**config.mk**
```make
export PLATFORM = sky130hd
export DESIGN_NAME = apple2_slot_master_flat
export DESIGN_NICKNAME = d
export VERILOG_FILES = /design/src/rtl/apple2_slot_master_if.sv /design/src/rtl/apple2_slot_master.sv /design/src/flat_wrapper.sv
export SDC_FILE = /design/constraint.sdc
export NUM_CORES = 1
export LEC_CHECK = 0
export BUFFER_PORTS_ARGS = -buffer_cell sky130_fd_sc_hd__buf_2
export CAP_MARGIN = 10
export CORE_MARGIN = 8
export CORE_UTILIZATION = 43
export DETAILED_ROUTE_END_ITERATION = 8
export PLACE_DENSITY = 0.74
export SYNTH_ARGS = -nofsm -noshare
export SYNTH_HDL_FRONTEND = slang
export SYNTH_SLANG_ARGS = --single-unit
```
**constraint.sdc**
```tcl
create_clock -name C7M -period 1.65 [get_ports C7M]
set_clock_uncertainty 0.15 [all_clocks]
set_input_delay 0.33 -clock C7M [delete_from_list [all_inputs] [get_ports C7M]]
set_output_delay 0.33 -clock C7M [all_outputs]
set_load 0.01 [all_outputs]
```
**src/rtl/apple2_slot_master_if.sv**
```systemverilog
// Host handshake and slot-pin bundle for the Apple II slot bus initiator.
// master = the initiator's side; slave = the host/card side.
interface apple2_slot_master_if;
   logic        req;
   logic [15:0] req_addr;
   logic        req_wr;
   logic [7:0]  req_wdata;
   logic        ack;
   logic        done;
   logic [7:0]  rdata;
   logic        PHI0;
   logic        PHI1;
   logic [15:0] A;
   logic        nWE;
   logic [7:0]  Dout;
   logic        DOE;
   logic [7:0]  Din;
   logic        nDEVSEL;
   logic        nIOSEL;
   logic        nIOSTRB;

   modport master (
      input  req, req_addr, req_wr, req_wdata, Din,
      output ack, done, rdata, PHI0, PHI1, A, nWE, Dout, DOE,
             nDEVSEL, nIOSEL, nIOSTRB
   );

   modport slave (
      output req, req_addr, req_wr, req_wdata, Din,
      input  ack, done, rdata, PHI0, PHI1, A, nWE, Dout, DOE,
             nDEVSEL, nIOSEL, nIOSTRB
   );
endinterface

```
**src/rtl/apple2_slot_master.sv**
```systemverilog
// Apple II slot bus initiator: PHI0/PHI1 from C7M, one host transaction per machine cycle.
// Optional APPLE2_STRETCH_EN: every 65th machine cycle has PHI1 stretched by one C7M clock.
//
// state | meaning
// PH0   | PHI1 high, new transaction launched (ack/done pulse here)
// PH1   | PHI1 high
// PH2   | PHI1 high; held one extra clock in a stretched cycle
// PH3   | PHI0 high, selects asserted
// PH4   | PHI0 high, write data driven
// PH5   | PHI0 high, write data driven
// PH6   | PHI0 high, read data captured on the exiting edge
module apple2_slot_master #(
   parameter int          SLOT      = 3,
   parameter logic [15:0] IDLE_ADDR = 16'hFFFF
) (
   input logic                    C7M,
   input logic                    nRES,
   apple2_slot_master_if.master   bus
);

   typedef enum logic [2:0] {PH0, PH1, PH2, PH3, PH4, PH5, PH6} phase_e;

   phase_e      ph, ph_nxt;
   logic        busy, busy_nxt;
   logic        wr_lat, wr_nxt;
   logic [7:0]  wdata_lat, wdata_nxt;
   logic [15:0] a_nxt;
   logic        nwe_nxt, ack_nxt, done_nxt;
   logic [7:0]  rdata_nxt, dout_nxt;
   logic        phi0_nxt, win, doe_nxt;
   logic        ndev_nxt, nio_nxt, nstrb_nxt;
   logic        dev_hit, io_hit, strb_hit;

`ifdef APPLE2_STRETCH_EN
   logic [6:0]  cyc, cyc_nxt;
   logic        held, held_nxt;
`endif

   // A holds the latched address for the whole cycle, so decode straight from it
   assign dev_hit  = (bus.A[15:4] == (12'hC08 + 12'(SLOT)));
   assign io_hit   = (bus.A[15:8] == (8'hC0 + 8'(SLOT)));
   assign strb_hit = (bus.A[15:11] == 5'b11001);

   always_comb begin
      ph_nxt    = ph;
      busy_nxt  = busy;
      wr_nxt    = wr_lat;
      wdata_nxt = wdata_lat;
      a_nxt     = bus.A;
      nwe_nxt   = bus.nWE;
      ack_nxt   = 1'b0;
      done_nxt  = 1'b0;
      rdata_nxt = bus.rdata;
`ifdef APPLE2_STRETCH_EN
      cyc_nxt   = cyc;
      held_nxt  = held;
`endif

      case (ph)
         PH0: ph_nxt = PH1;
         PH1: ph_nxt = PH2;
         PH2: begin
`ifdef APPLE2_STRETCH_EN
            if (cyc == 7'd64 && !held) begin
               ph_nxt   = PH2;
               held_nxt = 1'b1;
            end else begin
               ph_nxt = PH3;
            end
`else
            ph_nxt = PH3;
`endif
         end
         PH3: ph_nxt = PH4;
         PH4: ph_nxt = PH5;
         PH5: ph_nxt = PH6;
         PH6: ph_nxt = PH0;
         default: ph_nxt = PH0;
      endcase

      if (ph == PH6) begin
         done_nxt = busy;
         if (busy && !wr_lat) rdata_nxt = bus.Din;
         busy_nxt = bus.req;
         ack_nxt  = bus.req;
         if (bus.req) begin
            a_nxt     = bus.req_addr;
            nwe_nxt   = ~bus.req_wr;
            wr_nxt    = bus.req_wr;
            wdata_nxt = bus.req_wdata;
         end else begin
            a_nxt     = IDLE_ADDR;
            nwe_nxt   = 1'b1;
            wr_nxt    = 1'b0;
         end
`ifdef APPLE2_STRETCH_EN
         held_nxt = 1'b0;
         cyc_nxt  = (cyc == 7'd64) ? 7'd0 : cyc + 7'd1;
`endif
      end

      phi0_nxt  = (ph_nxt inside {PH3, PH4, PH5, PH6});
      win       = phi0_nxt && busy;
      ndev_nxt  = ~(win && dev_hit);
      nio_nxt   = ~(win && io_hit);
      nstrb_nxt = ~(win && strb_hit);
      doe_nxt   = busy && wr_lat && (ph_nxt inside {PH4, PH5, PH6});
      dout_nxt  = doe_nxt ? wdata_lat : 8'h00;
   end

   always_ff @(posedge C7M or negedge nRES) begin
      if (!nRES) begin
         ph          <= PH0;
         busy        <= 1'b0;
         wr_lat      <= 1'b0;
         wdata_lat   <= 8'h00;
         bus.A       <= IDLE_ADDR;
         bus.nWE     <= 1'b1;
         bus.ack     <= 1'b0;
         bus.done    <= 1'b0;
         bus.rdata   <= 8'h00;
         bus.PHI0    <= 1'b0;
         bus.PHI1    <= 1'b1;
         bus.nDEVSEL <= 1'b1;
         bus.nIOSEL  <= 1'b1;
         bus.nIOSTRB <= 1'b1;
         bus.DOE     <= 1'b0;
         bus.Dout    <= 8'h00;
`ifdef APPLE2_STRETCH_EN
         cyc         <= 7'd0;
         held        <= 1'b0;
`endif
      end else begin
         ph          <= ph_nxt;
         busy        <= busy_nxt;
         wr_lat      <= wr_nxt;
         wdata_lat   <= wdata_nxt;
         bus.A       <= a_nxt;
         bus.nWE     <= nwe_nxt;
         bus.ack     <= ack_nxt;
         bus.done    <= done_nxt;
         bus.rdata   <= rdata_nxt;
         bus.PHI0    <= phi0_nxt;
         bus.PHI1    <= ~phi0_nxt;
         bus.nDEVSEL <= ndev_nxt;
         bus.nIOSEL  <= nio_nxt;
         bus.nIOSTRB <= nstrb_nxt;
         bus.DOE     <= doe_nxt;
         bus.Dout    <= dout_nxt;
`ifdef APPLE2_STRETCH_EN
         cyc         <= cyc_nxt;
         held        <= held_nxt;
`endif
      end
   end

endmodule
```
**src/flat_wrapper.sv**
```systemverilog
// flat-port wrapper written by rule: the top's interface ports become plain ports
module apple2_slot_master_flat 
#(
   parameter int          SLOT      = 3,
   parameter logic [15:0] IDLE_ADDR = 16'hFFFF
)
  (C7M, nRES, bus_req, bus_req_addr, bus_req_wr, bus_req_wdata, bus_Din, bus_ack, bus_done, bus_rdata, bus_PHI0, bus_PHI1, bus_A, bus_nWE, bus_Dout, bus_DOE, bus_nDEVSEL, bus_nIOSEL, bus_nIOSTRB);
  apple2_slot_master_if bus_i ();
  input logic C7M;
  input logic nRES;
  input wire logic [$bits(bus_i.req)-1:0] bus_req;
  input wire logic [$bits(bus_i.req_addr)-1:0] bus_req_addr;
  input wire logic [$bits(bus_i.req_wr)-1:0] bus_req_wr;
  input wire logic [$bits(bus_i.req_wdata)-1:0] bus_req_wdata;
  input wire logic [$bits(bus_i.Din)-1:0] bus_Din;
  output wire logic [$bits(bus_i.ack)-1:0] bus_ack;
  output wire logic [$bits(bus_i.done)-1:0] bus_done;
  output wire logic [$bits(bus_i.rdata)-1:0] bus_rdata;
  output wire logic [$bits(bus_i.PHI0)-1:0] bus_PHI0;
  output wire logic [$bits(bus_i.PHI1)-1:0] bus_PHI1;
  output wire logic [$bits(bus_i.A)-1:0] bus_A;
  output wire logic [$bits(bus_i.nWE)-1:0] bus_nWE;
  output wire logic [$bits(bus_i.Dout)-1:0] bus_Dout;
  output wire logic [$bits(bus_i.DOE)-1:0] bus_DOE;
  output wire logic [$bits(bus_i.nDEVSEL)-1:0] bus_nDEVSEL;
  output wire logic [$bits(bus_i.nIOSEL)-1:0] bus_nIOSEL;
  output wire logic [$bits(bus_i.nIOSTRB)-1:0] bus_nIOSTRB;
  assign bus_i.req = bus_req;
  assign bus_i.req_addr = bus_req_addr;
  assign bus_i.req_wr = bus_req_wr;
  assign bus_i.req_wdata = bus_req_wdata;
  assign bus_i.Din = bus_Din;
  assign bus_ack = bus_i.ack;
  assign bus_done = bus_i.done;
  assign bus_rdata = bus_i.rdata;
  assign bus_PHI0 = bus_i.PHI0;
  assign bus_PHI1 = bus_i.PHI1;
  assign bus_A = bus_i.A;
  assign bus_nWE = bus_i.nWE;
  assign bus_Dout = bus_i.Dout;
  assign bus_DOE = bus_i.DOE;
  assign bus_nDEVSEL = bus_i.nDEVSEL;
  assign bus_nIOSEL = bus_i.nIOSEL;
  assign bus_nIOSTRB = bus_i.nIOSTRB;
  apple2_slot_master #(.SLOT(SLOT), .IDLE_ADDR(IDLE_ADDR)) u_core (.C7M(C7M), .nRES(nRES), .bus(bus_i));
endmodule
```
==> flow_summary.ini <==
[detailed_routing]
drc = 0
antenna_left = 0
num_vias = 1357
routed_wl_um = 4510
dr.pass1.iters = 4
drt-initial-drc-count = 97
routed_via_density = 4.99
wl_per_cell_um = 16.6

[clock_tree]
path_clk_slew_ns = 0.10
cts_tree = yes
clock-sinks = 54
clock_latency_ns = 0.30
clockBufferDepth = 2
cts_root_buf = clkbuf_8
cts_buffers = 5
h-tree-depth = 2

[critical_path]
cp_max_fo = 8
crit_required_ns = 1.69
crit_buf_inv = 1
slowest_delay_ns = 0.43
cp_slowest_cell = dfrtp_1
cp_cell_sequence = nand3b_1, nor3_4, buf_12, mux2_2
path_class = reg -> reg
crit_path_end_kind = register
cp.arrival_ns = 1.63
path_delay_family = flip-flops
crit_path_start_kind = register

[synthesis]
synth_xor_area_share_pct = 0.433
syn_area_um2 = 2020
yosysSeqAreaShare_pct = 68.2
synth_top_family_by_area = multiplexers
synth_fp_nets = 165
synth_cells = 129
synthMuxAreaShare_pct = 10.7
ys_seq_elements = 54
synth_compound_area_share_pct = 8.36
synth_fa_ha_area_share_pct = 0
yosys_warnings = 0
yosys.cell_types.count = 29
synthSimpleGateAreaFrac_pct = 9.47
synth_area_per_cell_um2 = 15.7

[timing]
period_needed_ns = 1.59
slew_headroom_pct = 72.7
hold_violations = 0
drv_slew = 0
fin_crit_sh_pct = 96.5
fmax_mhz = 628
fin_tns_setup_ns = 0
worst_pin_slew_ns = 0.407
setup_viol = 0
rsz0062_at_grt = true

[hold_path]
hold_path_class = in -> reg

[placement]
hpwl_um = 3270
dp_cells = 262
gp_congestion = 0.729
dpl-instance-area_um2 = 2510
portBuffers = 76

[layout]
syn2layout_area_growth_pct = 32.7
drive_gt1_share_pct = 62.8
nets = 253
antenna_cells = 0
fillers = 397
stdcell_count = 272
fin_area_um2 = 2680

[global_routing]
grt_pass1_wl_um = 7580
grt_use_total_pct = 13.3
grt_max_degree = 55
antenna_found_initial = 0
grt_pass1_vias = 1582
gr-total-overflow = 0

[floorplanning]
io_pins = 77
die-area_um2 = 7150
std_cell_rows = 25
core_area_um2 = 4630
die_w_um = 84.6
initial_core_util_pct = 43.6
die_h_um = 84.6

[power]
p_leak_nw = 1.27
finalPower_w = 0.00272
peakVddDrop_mv = 0.473
p_per_area_nw_per_um2 = 1020

[flow_run]
max_cap_violations = 0

[status]
outcome = complete, no violations
## cell usage after synthesis
cell,count,area share (%)
mux2_4,7,5.2
o22a_1,16,6.9
buf_2,2,0.50
nand2_1,4,0.74
mux2i_1,1,0.50
nand2b_1,2,0.62
dfrtp_1,33,41
nor3_4,1,0.81
nand4_1,1,0.31
and3b_1,1,0.43
xnor2_1,1,0.43
nor4b_1,1,0.43
nor2_1,2,0.37
inv_4,1,0.31
buf_6,3,1.7
and2_1,8,2.5
nor3_1,1,0.25
or2_2,1,0.31
or3b_2,1,0.43
nand3b_1,2,0.74
nor4_1,1,0.31
mux2_2,9,5.0
dfstp_2,21,27
nand3_1,1,0.25
nand2_8,1,0.99
inv_1,2,0.37
a21oi_1,3,0.74
o21ai_0,1,0.25
a22o_1,1,0.43
## where the power goes
part           internal [W]  switching [W]
clock network      0.000608       0.000422
logic              0.000132       0.000108
registers           0.00141      0.0000420
## cell families (layout without fill, tap and decap cells)
family / count (synthesis) / count (layout)
xor+xnor: 1 / 1
compound gates: 21 / 21
mux: 17 / 17
buf+inv: 8 / 97
simple gates: 28 / 28
flops: 54 / 54
## per-layer routing
| metal | vias to the layer above | track usage (%) | share of wire (%) |
|---|---|---|---|
| met1 | 666 | 14.4 | 41 |
| met3 | 7 | 6.73 | 12 |
| li1 | 628 | - | - |
| met5 | - | 0 | 0 |
| met2 | 56 | 21.8 | 46 |
| met4 | 0 | 4.85 | 1.2 |
## timing repair
item	4_1_cts	5_1_grt
setup endpoints to repair	2	17
endpoints found under the hold margin	33	0
hold buffers	1	0
setup buffers	0	1
resized for setup	1	2
## final cells by class
cell class,instances,area [um2],share of cell area [%]
Inverter,3,13.8,0.513
Multi-Input combinational cell,67,602,22.4
Tap cell,54,67.6,2.52
Sequential cell,54,1380,51.4
Timing Repair Buffer,86,483,18.0
Clock buffer,5,68.8,2.57
Clock inverter,3,68.8,2.57
## cell usage in the layout (no fill, tap or decap), types with 2 or more instances in the layout
cell / instances
buf_2: 76
dfrtp_1: 33
dfstp_2: 21
o22a_1: 16
mux2_2: 9
and2_1: 8
mux2_4: 7
buf_4: 7
clkbuf_8: 5
nand2_1: 4
a21oi_1: 3
nand2b_1: 2
nand3b_1: 2
inv_1: 2
nor2_1: 2
bufinv_16: 2
buf_12: 2
## path summary, 6_finish.rpt
kind                       slack [ns]  cells past startpoint                   to        startpoint
max                              0.06                      4  u_core.bus.rdata[3]      u_core.ph[0]
min                              0.03                      2       u_core.bus.nWE        bus_req_wr
max reg2reg                      0.06                      4  u_core.bus.rdata[3]      u_core.ph[0]
min reg2reg                      0.33                      1   u_core.bus.nIOSTRB  u_core.bus.A[11]
max in group asynchronous        0.67                      3      u_core.bus.A[3]              nRES
min in group asynchronous        0.39                      3      u_core.bus.PHI0              nRES
## worst register-to-register path, delay by kind of cell, from the launching register on
family | cells | cell delay [ns]
multiplexers | 1 | 0.33
buffers and inverters | 1 | 0.15
flip-flops | 1 | 0.43
AND/OR/NAND/NOR | 2 | 0.42
## sequential cells by signal (all words and copies together), names as in the netlist, 3 cells and up
signal,flops
u_core.bus.rdata,8
u_core.bus.Dout,8
u_core.bus.A,16
u_core.wdata_lat,8
u_core.ph,3
## through the flow
step	hold slack [ns]	utilization (%)	worst slack, ns
finish	0.0278	57.9	0.0579
global route	0.0239	57.9	-0.0376
CTS	0.0133	57.5	0.0188
detailed placement	0.200	54.2	0.00155
global placement	0.196	54.2	0.0496
floorplan	-0.116	-	0.0640
Power figures use the tool's default switching activity.
